[config.mk]
export PLATFORM = sky130hd
export DESIGN_NAME = spi_config_master
export DESIGN_NICKNAME = d
export VERILOG_FILES = /design/src/rtl/fm_cfg_pkg.sv /design/src/rtl/spi_clk_phase_timer.sv /design/src/rtl/spi_config_master.sv
export SDC_FILE = /design/constraint.sdc
export NUM_CORES = 1
export LEC_CHECK = 0
export BUFFER_PORTS_ARGS = -buffer_cell sky130_fd_sc_hd__buf_2
export CAP_MARGIN = 20
export CORE_MARGIN = 8
export CORE_UTILIZATION = 43
export DETAILED_ROUTE_END_ITERATION = 10
export PLACE_DENSITY_LB_ADDON = 0.08
export RECOVER_POWER = 100
export SYNTH_ARGS = -nofsm -noshare
export SYNTH_HDL_FRONTEND = slang
export SYNTH_SLANG_ARGS = --single-unit
[constraint.sdc]
create_clock -name clk -period 1.87 [get_ports clk]
set_clock_uncertainty 0.05 [all_clocks]
set_input_delay 0 -clock clk [delete_from_list [all_inputs] [get_ports clk]]
set_output_delay 0 -clock clk [all_outputs]
set_load 0.02 [all_outputs]
[src/rtl/fm_cfg_pkg.sv]
// Field layout and default values of the FM transmitter configuration word,
// plus the state encoding shared by the SPI configuration loader.
package fm_cfg_pkg;
    localparam int N      = 18;
    localparam int L      = 12;
    localparam int D      = 5;
    localparam int DITH_W = 3;
    localparam int FLAG_W = 3;
    localparam int CFG_DW = N + L + D + DITH_W + FLAG_W + 1;

    // Bit positions inside the word, counted from the LSB.
    localparam int SPI_OVERRIDE_POS = 0;
    localparam int FLAG0_POS        = 1;
    localparam int FLAG1_POS        = 2;
    localparam int FLAG2_POS        = 3;
    localparam int DITH_FACT_POS    = 4;
    localparam int DAC_ENA_POS      = DITH_FACT_POS + DITH_W;
    localparam int DF_INC_POS       = DAC_ENA_POS + D;
    localparam int ACC_INC_POS      = DF_INC_POS + L;

    localparam logic [N-1:0]      ACC_INC_DEF   = 18'h0a3d7;
    localparam logic [L-1:0]      DF_INC_DEF    = 12'h040;
    localparam logic [D-1:0]      DAC_ENA_DEF   = 5'h1f;
    localparam logic [DITH_W-1:0] DITH_FACT_DEF = 3'd2;

    function automatic logic [CFG_DW-1:0] cfg_pack(
        input logic [N-1:0]      acc_inc,
        input logic [L-1:0]      df_inc,
        input logic [D-1:0]      dac_ena,
        input logic [DITH_W-1:0] dith_fact,
        input logic [FLAG_W-1:0] flags,
        input logic              spi_override
    );
        return {acc_inc, df_inc, dac_ena, dith_fact, flags, spi_override};
    endfunction

    localparam logic [CFG_DW-1:0] CFG_DEF =
        cfg_pack(ACC_INC_DEF, DF_INC_DEF, DAC_ENA_DEF, DITH_FACT_DEF, 3'b000, 1'b0);

    localparam logic [2:0] ST_IDLE = 3'd0;
    localparam logic [2:0] ST_LOW  = 3'd1;
    localparam logic [2:0] ST_HIGH = 3'd2;
    localparam logic [2:0] ST_HOLD = 3'd3;
    localparam logic [2:0] ST_GAP  = 3'd4;
endpackage

[src/rtl/spi_clk_phase_timer.sv]
// Half-period counter: phase_end strobes on the last of every CLK_DIV cycles.
// clear holds the count at zero so the first phase after it is full length.
module spi_clk_phase_timer #(
    parameter int CLK_DIV = 4
) (
    input  logic clk,
    input  logic rst_n,
    input  logic clear,
    output logic phase_end
);
    localparam int              HW   = (CLK_DIV > 1) ? $clog2(CLK_DIV) : 1;
    localparam logic [HW-1:0]   LAST = HW'(CLK_DIV - 1);

    logic [HW-1:0] hc;

    always_ff @(posedge clk or negedge rst_n) begin
        if (!rst_n) begin
            hc <= '0;
        end else if (clear || hc == LAST) begin
            hc <= '0;
        end else begin
            hc <= hc + HW'(1);
        end
    end

    assign phase_end = (hc == LAST);
endmodule

[src/rtl/spi_config_master.sv]
// SPI mode-0 initiator that shifts a configuration word MSB-first and captures MISO.
// Optional macro SPI_CONFIG_VERIFY_EN: every request runs twice and verify_err flags a bad read-back.
module spi_config_master
    import fm_cfg_pkg::*;
#(
    parameter int DW      = CFG_DW,
    parameter int CLK_DIV = 4,
    parameter int CW      = 6
) (
    input  logic          clk,
    input  logic          rst_n,
    input  logic          start,
    input  logic [DW-1:0] tx_word,
    output logic          busy,
    output logic          done,
    output logic [DW-1:0] rx_word,
    output logic          spi_clk,
    output logic          spi_csn,
    output logic          spi_mosi,
    input  logic          spi_miso
`ifdef SPI_CONFIG_VERIFY_EN
    ,
    output logic          verify_err
`endif
);
    logic [2:0]    state;
    logic [DW-2:0] tx_sh;
    logic [DW-1:0] rx_sh;
    logic [CW-1:0] bit_cnt;
    logic [CW-1:0] bit_cnt_nxt;
    logic          phase_end;
    logic          timer_clear;

`ifdef SPI_CONFIG_VERIFY_EN
    logic [DW-1:0] tx_keep;
    logic [DW-1:0] rx_first;
    logic          second_pass;
`endif

    assign bit_cnt_nxt = bit_cnt + CW'(1);
    assign timer_clear = (state == ST_IDLE);

    spi_clk_phase_timer #(.CLK_DIV(CLK_DIV)) u_phase_timer (
        .clk       (clk),
        .rst_n     (rst_n),
        .clear     (timer_clear),
        .phase_end (phase_end)
    );

    // Handshake: start is a one-shot request taken only in IDLE (busy=0); it is
    // dropped, not queued, while busy. done pulses once with rx_word valid and busy low.
    always_ff @(posedge clk or negedge rst_n) begin
        if (!rst_n) begin
            state    <= ST_IDLE;
            tx_sh    <= '0;
            rx_sh    <= '0;
            bit_cnt  <= '0;
            busy     <= 1'b0;
            done     <= 1'b0;
            rx_word  <= '0;
            spi_clk  <= 1'b0;
            spi_csn  <= 1'b1;
            spi_mosi <= 1'b0;
`ifdef SPI_CONFIG_VERIFY_EN
            tx_keep     <= '0;
            rx_first    <= '0;
            second_pass <= 1'b0;
            verify_err  <= 1'b0;
`endif
        end else begin
            done <= 1'b0;
            case (state)
                ST_IDLE: begin
                    if (start) begin
                        tx_sh    <= tx_word[DW-2:0];
                        bit_cnt  <= '0;
                        spi_csn  <= 1'b0;
                        spi_mosi <= tx_word[DW-1];
                        busy     <= 1'b1;
                        state    <= ST_LOW;
`ifdef SPI_CONFIG_VERIFY_EN
                        tx_keep     <= tx_word;
                        second_pass <= 1'b0;
`endif
                    end
                end
                ST_LOW: begin
                    // The slave shifts on this same SCK rise, so MISO still shows its old bit.
                    if (phase_end) begin
                        spi_clk <= 1'b1;
                        rx_sh   <= {rx_sh[DW-2:0], spi_miso};
                        state   <= ST_HIGH;
                    end
                end
                ST_HIGH: begin
                    if (phase_end) begin
                        spi_clk <= 1'b0;
                        bit_cnt <= bit_cnt_nxt;
                        if (bit_cnt_nxt < CW'(DW)) begin
                            spi_mosi <= tx_sh[DW-2];
                            tx_sh    <= {tx_sh[DW-3:0], 1'b0};
                            state    <= ST_LOW;
                        end else begin
                            spi_mosi <= 1'b0;
                            state    <= ST_HOLD;
                        end
                    end
                end
                ST_HOLD: begin
                    if (phase_end) begin
                        spi_csn <= 1'b1;
                        state   <= ST_GAP;
                    end
                end
                ST_GAP: begin
                    if (phase_end) begin
`ifdef SPI_CONFIG_VERIFY_EN
                        if (!second_pass) begin
                            second_pass <= 1'b1;
                            rx_first    <= rx_sh;
                            tx_sh       <= tx_keep[DW-2:0];
                            bit_cnt     <= '0;
                            spi_csn     <= 1'b0;
                            spi_mosi    <= tx_keep[DW-1];
                            state       <= ST_LOW;
                        end else begin
                            done       <= 1'b1;
                            busy       <= 1'b0;
                            rx_word    <= rx_first;
                            verify_err <= (rx_sh != tx_keep);
                            state      <= ST_IDLE;
                        end
`else
                        done    <= 1'b1;
                        busy    <= 1'b0;
                        rx_word <= rx_sh;
                        state   <= ST_IDLE;
`endif
                    end
                end
                default: state <= ST_IDLE;
            endcase
        end
    end
endmodule

==> results of run 1 <==
[power by group through the flow]
stage | logic [W] | clock network, W | registers, W
4_1_cts | 0.00244 | 0.00326 | 0.00401
6_report | 0.00301 | 0.00317 | 0.00406
5_1_grt | 0.00326 | 0.00338 | 0.00415
3_5_place_dp | 0.00223 | 0 | 0.00406
2_1_floorplan | 0.00156 | 0 | 0.00400
3_3_place_gp | 0.00217 | 0 | 0.00404
[cell usage in the layout (no fill, tap or decap), drive strengths merged, types with 2 or more instances in the layout]
cell and n:
nor2 6, nand4 2, clkinv 4, o21ai 10, dfrtp 140, ha 2, and2 3, nand3 3
and3 2, a21oi 7, nor2b 3, clkinvlp 4, nor3 2, dlygate4sd3 45, clkbuf 84, mux2 166
nor3b 3, inv 2, buf 96, nand2 9
[cell type report]
type | count | area [um2]
clock inverters | 9 | 87.6
multi-input cells | 235 | 2530
inverters | 2 | 7.51
repair buffers | 202 | 1670
clock buffers | 23 | 478
flip-flops and latches | 141 | 3540
well taps | 180 | 225
fillers | 1084 | 5180
[through the flow]
stage | setup TNS, ns | power [W] | utilization [%] | hold WS, ns
after CTS | -9.07 | 0.00971 | 58.8 | 0.0381
after floorplan | -5.07 | 0.00555 | - | -0.346
after global routing | -20.38 | 0.0108 | 62.2 | 0.316
after global placement | -8.96 | 0.00621 | 50.8 | -0.0934
final | -7.47 | 0.0103 | 62.2 | 0.287
after detailed placement | -12.23 | 0.00629 | 50.8 | -0.0907
[worst max-delay path, stage by stage (launching register included)]
cell and delay, ns:
sky130_fd_sc_hd__dfrtp_1 0.40, sky130_fd_sc_hd__ha_4 0.19, sky130_fd_sc_hd__nand4bb_4 0.12, sky130_fd_sc_hd__nor2_2 0.05
sky130_fd_sc_hd__a221o_1 0.35, sky130_fd_sc_hd__a21oi_4 0.15, sky130_fd_sc_hd__buf_12 0.16, sky130_fd_sc_hd__buf_12 0.15
sky130_fd_sc_hd__mux2_2 0.33
[timing repair]
action | in CTS | in global routing
pin swaps | 1 | 7
setup buffers | 3 | 5
endpoints found under the hold margin | 184 | 0
setup endpoints to repair | 102 | 123
hold buffers | 45 | 0
gates resized for setup | 5 | 61
cloned | 2 | 13
[flip-flops by register name, summed over array words and instances, names as in the netlist, 2 cells and up]
signal	flops
tx_sh	41
bit_cnt	6
rx_sh	42
rx_word	42
u_phase_timer.hc	2
state	3
[kinds of logic (layout without fill, tap and decap cells)]
group | after synthesis | after routing | synth area share [%]
AO/OA/AOI/OAI | 26 | 26 | 2.81
buffers and inverters | 25 | 236 | 2.31
AND/OR/NAND/NOR | 39 | 39 | 3.67
flip-flops | 141 | 141 | 59.2
adder cells (fa/ha/maj) | 2 | 2 | 0.419
multiplexers | 166 | 166 | 31.3
XOR/XNOR | 2 | 2 | 0.294
[routing by layer]
metal	vias to the layer above	GRT usage, %	wire [um]
met5	-	0	0
met4	0	6.18	172
met3	13	5.16	701
met2	82	22.0	6680
met1	1958	18.4	6160
li1	1844	-	-
[path summary, 6_finish.rpt]
kind / end / slack, ns / from / depth (start not counted)
worst min register to register: spi_clk$_DFFE_PN0P_ / 0.43 / spi_clk$_DFFE_PN0P_ / 1
worst min-delay path: bit_cnt[2]$_DFFE_PN0P_ / 0.29 / rst_n / 2
max in group asynchronous: state[1]$_DFFE_PN0P_ / 0.24 / rst_n / 3
worst max register to register: tx_sh[20]$_DFFE_PN0P_ / -0.20 / u_phase_timer.hc[0]$_DFF_PN0_ / 8
min in group clk: rx_sh[0]$_DFFE_PN0P_ / 0.32 / spi_miso / 3
worst max-delay path: tx_sh[20]$_DFFE_PN0P_ / -0.20 / u_phase_timer.hc[0]$_DFF_PN0_ / 8
==> out/metrics.json, run 1 <==
{
  "outcome": "finished, violations left",
  "violated_checks": "setup timing",
  "rows": 43,
  "grt_pass1_vias": 4124,
  "synth_cell_type_count": 38,
  "final_nets": 647,
  "synthTopCellsByCount": "sky130_fd_sc_hd__mux2_2, sky130_fd_sc_hd__dfrtp_1, sky130_fd_sc_hd__buf_2",
  "worst_setup_path_end_kind": "flip-flop",
  "layout_worst_path_cycle_share_pct": 111,
  "syn_to_final_growth_pct": 43.1,
  "setup_violations": 63,
  "power.switching_fraction_pct": 26.5,
  "io_buffer_count": 92,
  "power_density_nw_per_um2": 1200,
  "clk_transition_reported_paths_ns": 0.06,
  "mappedNetlistArea_um2": 5970,
  "internal-power_w": 0.00753,
  "die_y_um": 134,
  "slew-limit-headroom_pct": 25.9,
  "antenna_violations_before_repair": 0,
  "cts_tree": "done",
  "worstSetupStartpointType": "flip-flop",
  "cts_num_sinks": 141,
  "fmax_mhz": 483,
  "iteration_count_of_the_initial_detailed_routing_pass": 4,
  "power_frac_comb_pct": 29.4,
  "place.gp.congestion": 0.821,
  "vias_cell": 4.92,
  "crit_fanout": 10,
  "hpwlAfterDp_um": 7690,
  "clk_path_buf_depth": 2,
  "pre_cts_ws_ns": -0.224,
  "synth_async_sr_flop_share_pct": 100,
  "hold_path.class": "primary input to asynchronous set/reset pin",
  "netlist_instances": 401,
  "via_count": 3897,
  "max_cap_violations": 0,
  "synth_top_flop_cell": "sky130_fd_sc_hd__dfrtp_1",
  "cts.htree.levels": 4,
  "power.leakage_nw": 4.01,
  "worst_vdd_rail_ir_drop_mv": 0.543,
  "yosysWarningCount": 0,
  "layoutNonFillerInstCount": 792,
  "globalRouteOverflowTotal": 0,
  "clockRootBuffer": "sky130_fd_sc_hd__clkbuf_16",
  "width_of_the_chip_um": 134,
  "core_um2": 13700,
  "path_class": "flip-flop to flip-flop",
  "detailed_place.area_um2": 6970,
  "globalRouteTotalUtil_pct": 14.5,
  "initial_utilization_pct": 43.5,
  "fp.dieArea_um2": 17900,
  "drt-wirelength-per-cell_um": 17.3,
  "synth_edf_count": 0,
  "area_share_of_the_largest_cell_type_after_synthesis_pct": 58.7,
  "diodes": 0,
  "worst-endpoint-required_ns": 2.11,
  "number_of_synthesized_register_bits": 141,
  "grt_setup_unrepaired": "true",
  "max_slew.worst_pin.slew_ns": 1.11,
  "period_needed_ns": 2.07,
  "largest_net_degree_at_the_start_of_global_routing": 45,
  "netSwitchingPower_w": 0.00272,
  "wl_um": 13700,
  "synth.avg_cell_area_um2": 14.9,
  "synth-seq-area-share_pct": 59.2,
  "syn-num-nets": 449,
  "detailedRoute.firstIterationViolations": 119,
  "synthDominantAreaCellType": "sky130_fd_sc_hd__dfrtp_1",
  "timing.final.max_slew_violations": 0,
  "post-route-drc-count": 0,
  "power.share.clock_pct": 31.0,
  "design.portCount": 93,
  "arrival_ns": 2.32,
  "drive_above_1_share_pct": 52.1,
  "tritoncts.num_buffers": 17,
  "hold_viol_final": 0,
  "sequential_cell_fraction_of_total_power_pct": 39.6,
  "placed_cells_incl_taps": 692,
  "final_cell_area_um2": 8540,
  "setup_ws_ns": -0.202,
  "synth_top_cells_by_area": "sky130_fd_sc_hd__dfrtp_1, sky130_fd_sc_hd__mux2_2, sky130_fd_sc_hd__buf_2",
  "worst_skew_pair.late_latency_ns": 0.42,
  "grt_first_pass_wirelength_um": 20700,
  "ant_nets": 0,
  "synth.most_common_cell": "sky130_fd_sc_hd__mux2_2"
}
No activity file was read; power rests on OpenSTA's default activity.
==> run 2: changes to the inputs <==
- HOLD_SLACK_MARGIN: not set -> 0.03
- RECOVER_POWER: 100 -> not set
==> run 2 against run 1 <==
The flow still finishes with violations (setup timing). Largest cell class unchanged. Worst setup slack better by 0.0013 ns. Critical path depth stayed put. Non-clock buffer count stayed put. Highest routed layer unchanged. Register-to-register slack hardly changed. Routed wire length hardly changed. Via count is 0.33% lower.
==> out/metrics.json, run 2 (synthesis gave the netlist of run 1 again) <==
{
  "place.gp.congestion": 0.821,
  "r2r.worst_path.cells": 8,
  "timing.setup.tns_ns": -7.32,
  "startpoint": "u_phase_timer.hc[0]$_DFF_PN0_",
  "arrival_ns": 2.31,
  "io_buffer_count": 92,
  "r2r_start": "u_phase_timer.hc[0]$_DFF_PN0_",
  "worstSetupStartpointType": "flip-flop",
  "hold_viol_final": 0,
  "clockRootBuffer": "sky130_fd_sc_hd__clkbuf_16",
  "layout.area.seq_um2": 3540,
  "met3RoutedLength_um": 682,
  "max_slew.worst_pin.slew_ns": 0.443,
  "diodes": 0,
  "worst_skew_pair.late_latency_ns": 0.41,
  "cts_num_sinks": 141,
  "antenna_violations_before_repair": 0,
  "layoutNonFillerInstCount": 792,
  "setup_violations": 42,
  "detailroute.wirelength.met2_um": 6660,
  "mostFrequentLayoutCells": "sky130_fd_sc_hd__dfrtp_1, sky130_fd_sc_hd__mux2_2, sky130_fd_sc_hd__buf_2",
  "width_of_the_chip_um": 134,
  "wl_um": 13700,
  "cts.htree.levels": 4,
  "outcome": "finished, violations left",
  "met1Wirelength_um": 6200,
  "path_class": "flip-flop to flip-flop",
  "fp.dieArea_um2": 17900,
  "largest_registers": "rx_sh (42), rx_word (42), tx_sh (41)",
  "globalRouteTotalUtil_pct": 14.5,
  "design.portCount": 93,
  "grt_setup_unrepaired": "true",
  "syn_to_final_growth_pct": 44.9,
  "power_density_nw_per_um2": 1190,
  "nFillCells": 1058,
  "hpwlAfterDp_um": 7690,
  "detailed_place.area_um2": 6970,
  "max_cap_violations": 0,
  "placed_cells_incl_taps": 692,
  "die_y_um": 134,
  "fmax_mhz": 483,
  "final_cell_area_um2": 8640,
  "clk_path_buf_depth": 2,
  "drive_above_1_share_pct": 60.3,
  "slew-limit-headroom_pct": 70.5,
  "final_nets": 647,
  "timing.final.max_slew_violations": 0,
  "setup_ws_ns": -0.200,
  "whs_ns": 0.0370,
  "layout_worst_path_cycle_share_pct": 111,
  "via_count": 3884,
  "topRoutingLayerUsed": "met4",
  "violated_checks": "setup timing",
  "period_needed_ns": 2.07,
  "ant_nets": 0,
  "fin_util_pct": 63.0,
  "drt-wirelength-per-cell_um": 17.3,
  "worst_vdd_rail_ir_drop_mv": 0.538,
  "initial_utilization_pct": 43.5,
  "worst-endpoint-required_ns": 2.11,
  "iteration_count_of_the_initial_detailed_routing_pass": 4,
  "grt_first_pass_wirelength_um": 20700,
  "grt_pass1_vias": 4124,
  "clk_transition_reported_paths_ns": 0.06,
  "detailedRoute.firstIterationViolations": 117,
  "worst_setup_path_end_kind": "flip-flop",
  "layout.cells.most_common": "sky130_fd_sc_hd__dfrtp_1",
  "tritoncts.num_buffers": 17,
  "globalRouteOverflowTotal": 0,
  "rows": 43,
  "vias_cell": 4.90,
  "cts_tree": "done",
  "power.leakage_nw": 4.23,
  "hold_path.class": "primary input to asynchronous set/reset pin",
  "multi_input_gate_area_in_the_final_layout_um2": 2540,
  "largest_net_degree_at_the_start_of_global_routing": 45,
  "crit_fanout": 10,
  "core_um2": 13700,
  "post-route-drc-count": 0
}
[run 2: changes by cell type in the layout (fill, tap and decap cells not counted)]
cell	change
sky130_fd_sc_hd__nor2_1	-1
sky130_fd_sc_hd__nor2_4	+1
sky130_fd_sc_hd__mux2_1	-1
sky130_fd_sc_hd__clkbuf_2	-1
sky130_fd_sc_hd__clkbuf_1	-48
sky130_fd_sc_hd__buf_4	+1
sky130_fd_sc_hd__buf_2	+47
sky130_fd_sc_hd__buf_6	+2
sky130_fd_sc_hd__mux2_2	+1
sky130_fd_sc_hd__buf_12	+2
sky130_fd_sc_hd__clkbuf_4	-3
[run 2: per-stage QoR]
step	power, W	setup slack, ns
6_report	0.0103	-0.200
5_1_grt	0.0108	-0.249
4_1_cts	0.00971	-0.234
3_5_place_dp	0.00629	-0.224
3_3_place_gp	0.00621	-0.171
2_1_floorplan	0.00555	-0.128
[run 2: timing repair]
| action | 4_1_cts | 5_1_grt |
|---|---|---|
| pin swaps | 1 | 7 |
| cloned | 2 | 13 |
| resized for setup | 5 | 61 |
| buffers inserted | 3 | 5 |
| hold buffers | 45 | 0 |
| setup endpoints to repair | 102 | 123 |
| endpoints found under the hold margin | 184 | 0 |
[run 2: worst max-delay path, stage by stage, from the launching register on]
cell	delay [ns]
sky130_fd_sc_hd__dfrtp_1	0.40
sky130_fd_sc_hd__ha_4	0.19
sky130_fd_sc_hd__nand4bb_4	0.12
sky130_fd_sc_hd__nor2_2	0.05
sky130_fd_sc_hd__a221o_1	0.35
sky130_fd_sc_hd__a21oi_4	0.15
sky130_fd_sc_hd__buf_12	0.16
sky130_fd_sc_hd__buf_12	0.15
sky130_fd_sc_hd__mux2_2	0.33
[run 2: routing by layer]
metal | GRT usage, % | vias to the layer above
li1 | - | 1842
met1 | 18.4 | 1941
met2 | 22.0 | 88
met3 | 5.16 | 13
met4 | 6.18 | 0
met5 | 0 | -
[run 2: final cells by class]
type / count / area share (%)
Clock buffer: 23 / 5.53
Timing Repair Buffer: 202 / 20.5
Sequential cell: 141 / 40.9
Multi-Input combinational cell: 235 / 29.4
Clock inverter: 9 / 1.01
Inverter: 2 / 0.0869
Tap cell: 180 / 2.61
[run 2: path summary, 6_finish.rpt]
| check | to | slack [ns] |
|---|---|---|
| setup / recovery | tx_sh[20]$_DFFE_PN0P_ | -0.20 |
| hold / removal | bit_cnt[2]$_DFFE_PN0P_ | 0.04 |
| setup reg to reg | tx_sh[20]$_DFFE_PN0P_ | -0.20 |
| hold reg to reg | spi_clk$_DFFE_PN0P_ | 0.42 |
| max in group asynchronous | bit_cnt[0]$_DFFE_PN0P_ | 1.05 |
| min in group clk | rx_sh[0]$_DFFE_PN0P_ | 0.32 |
[run 2: where the power goes]
| part | total (W) | internal (W) | switching (W) |
|---|---|---|---|
| sequential | 0.00407 | 0.00370 | 0.000371 |
| combinational | 0.00306 | 0.00194 | 0.00112 |
| clock | 0.00317 | 0.00193 | 0.00124 |
| total | 0.0103 | 0.00757 | 0.00273 |
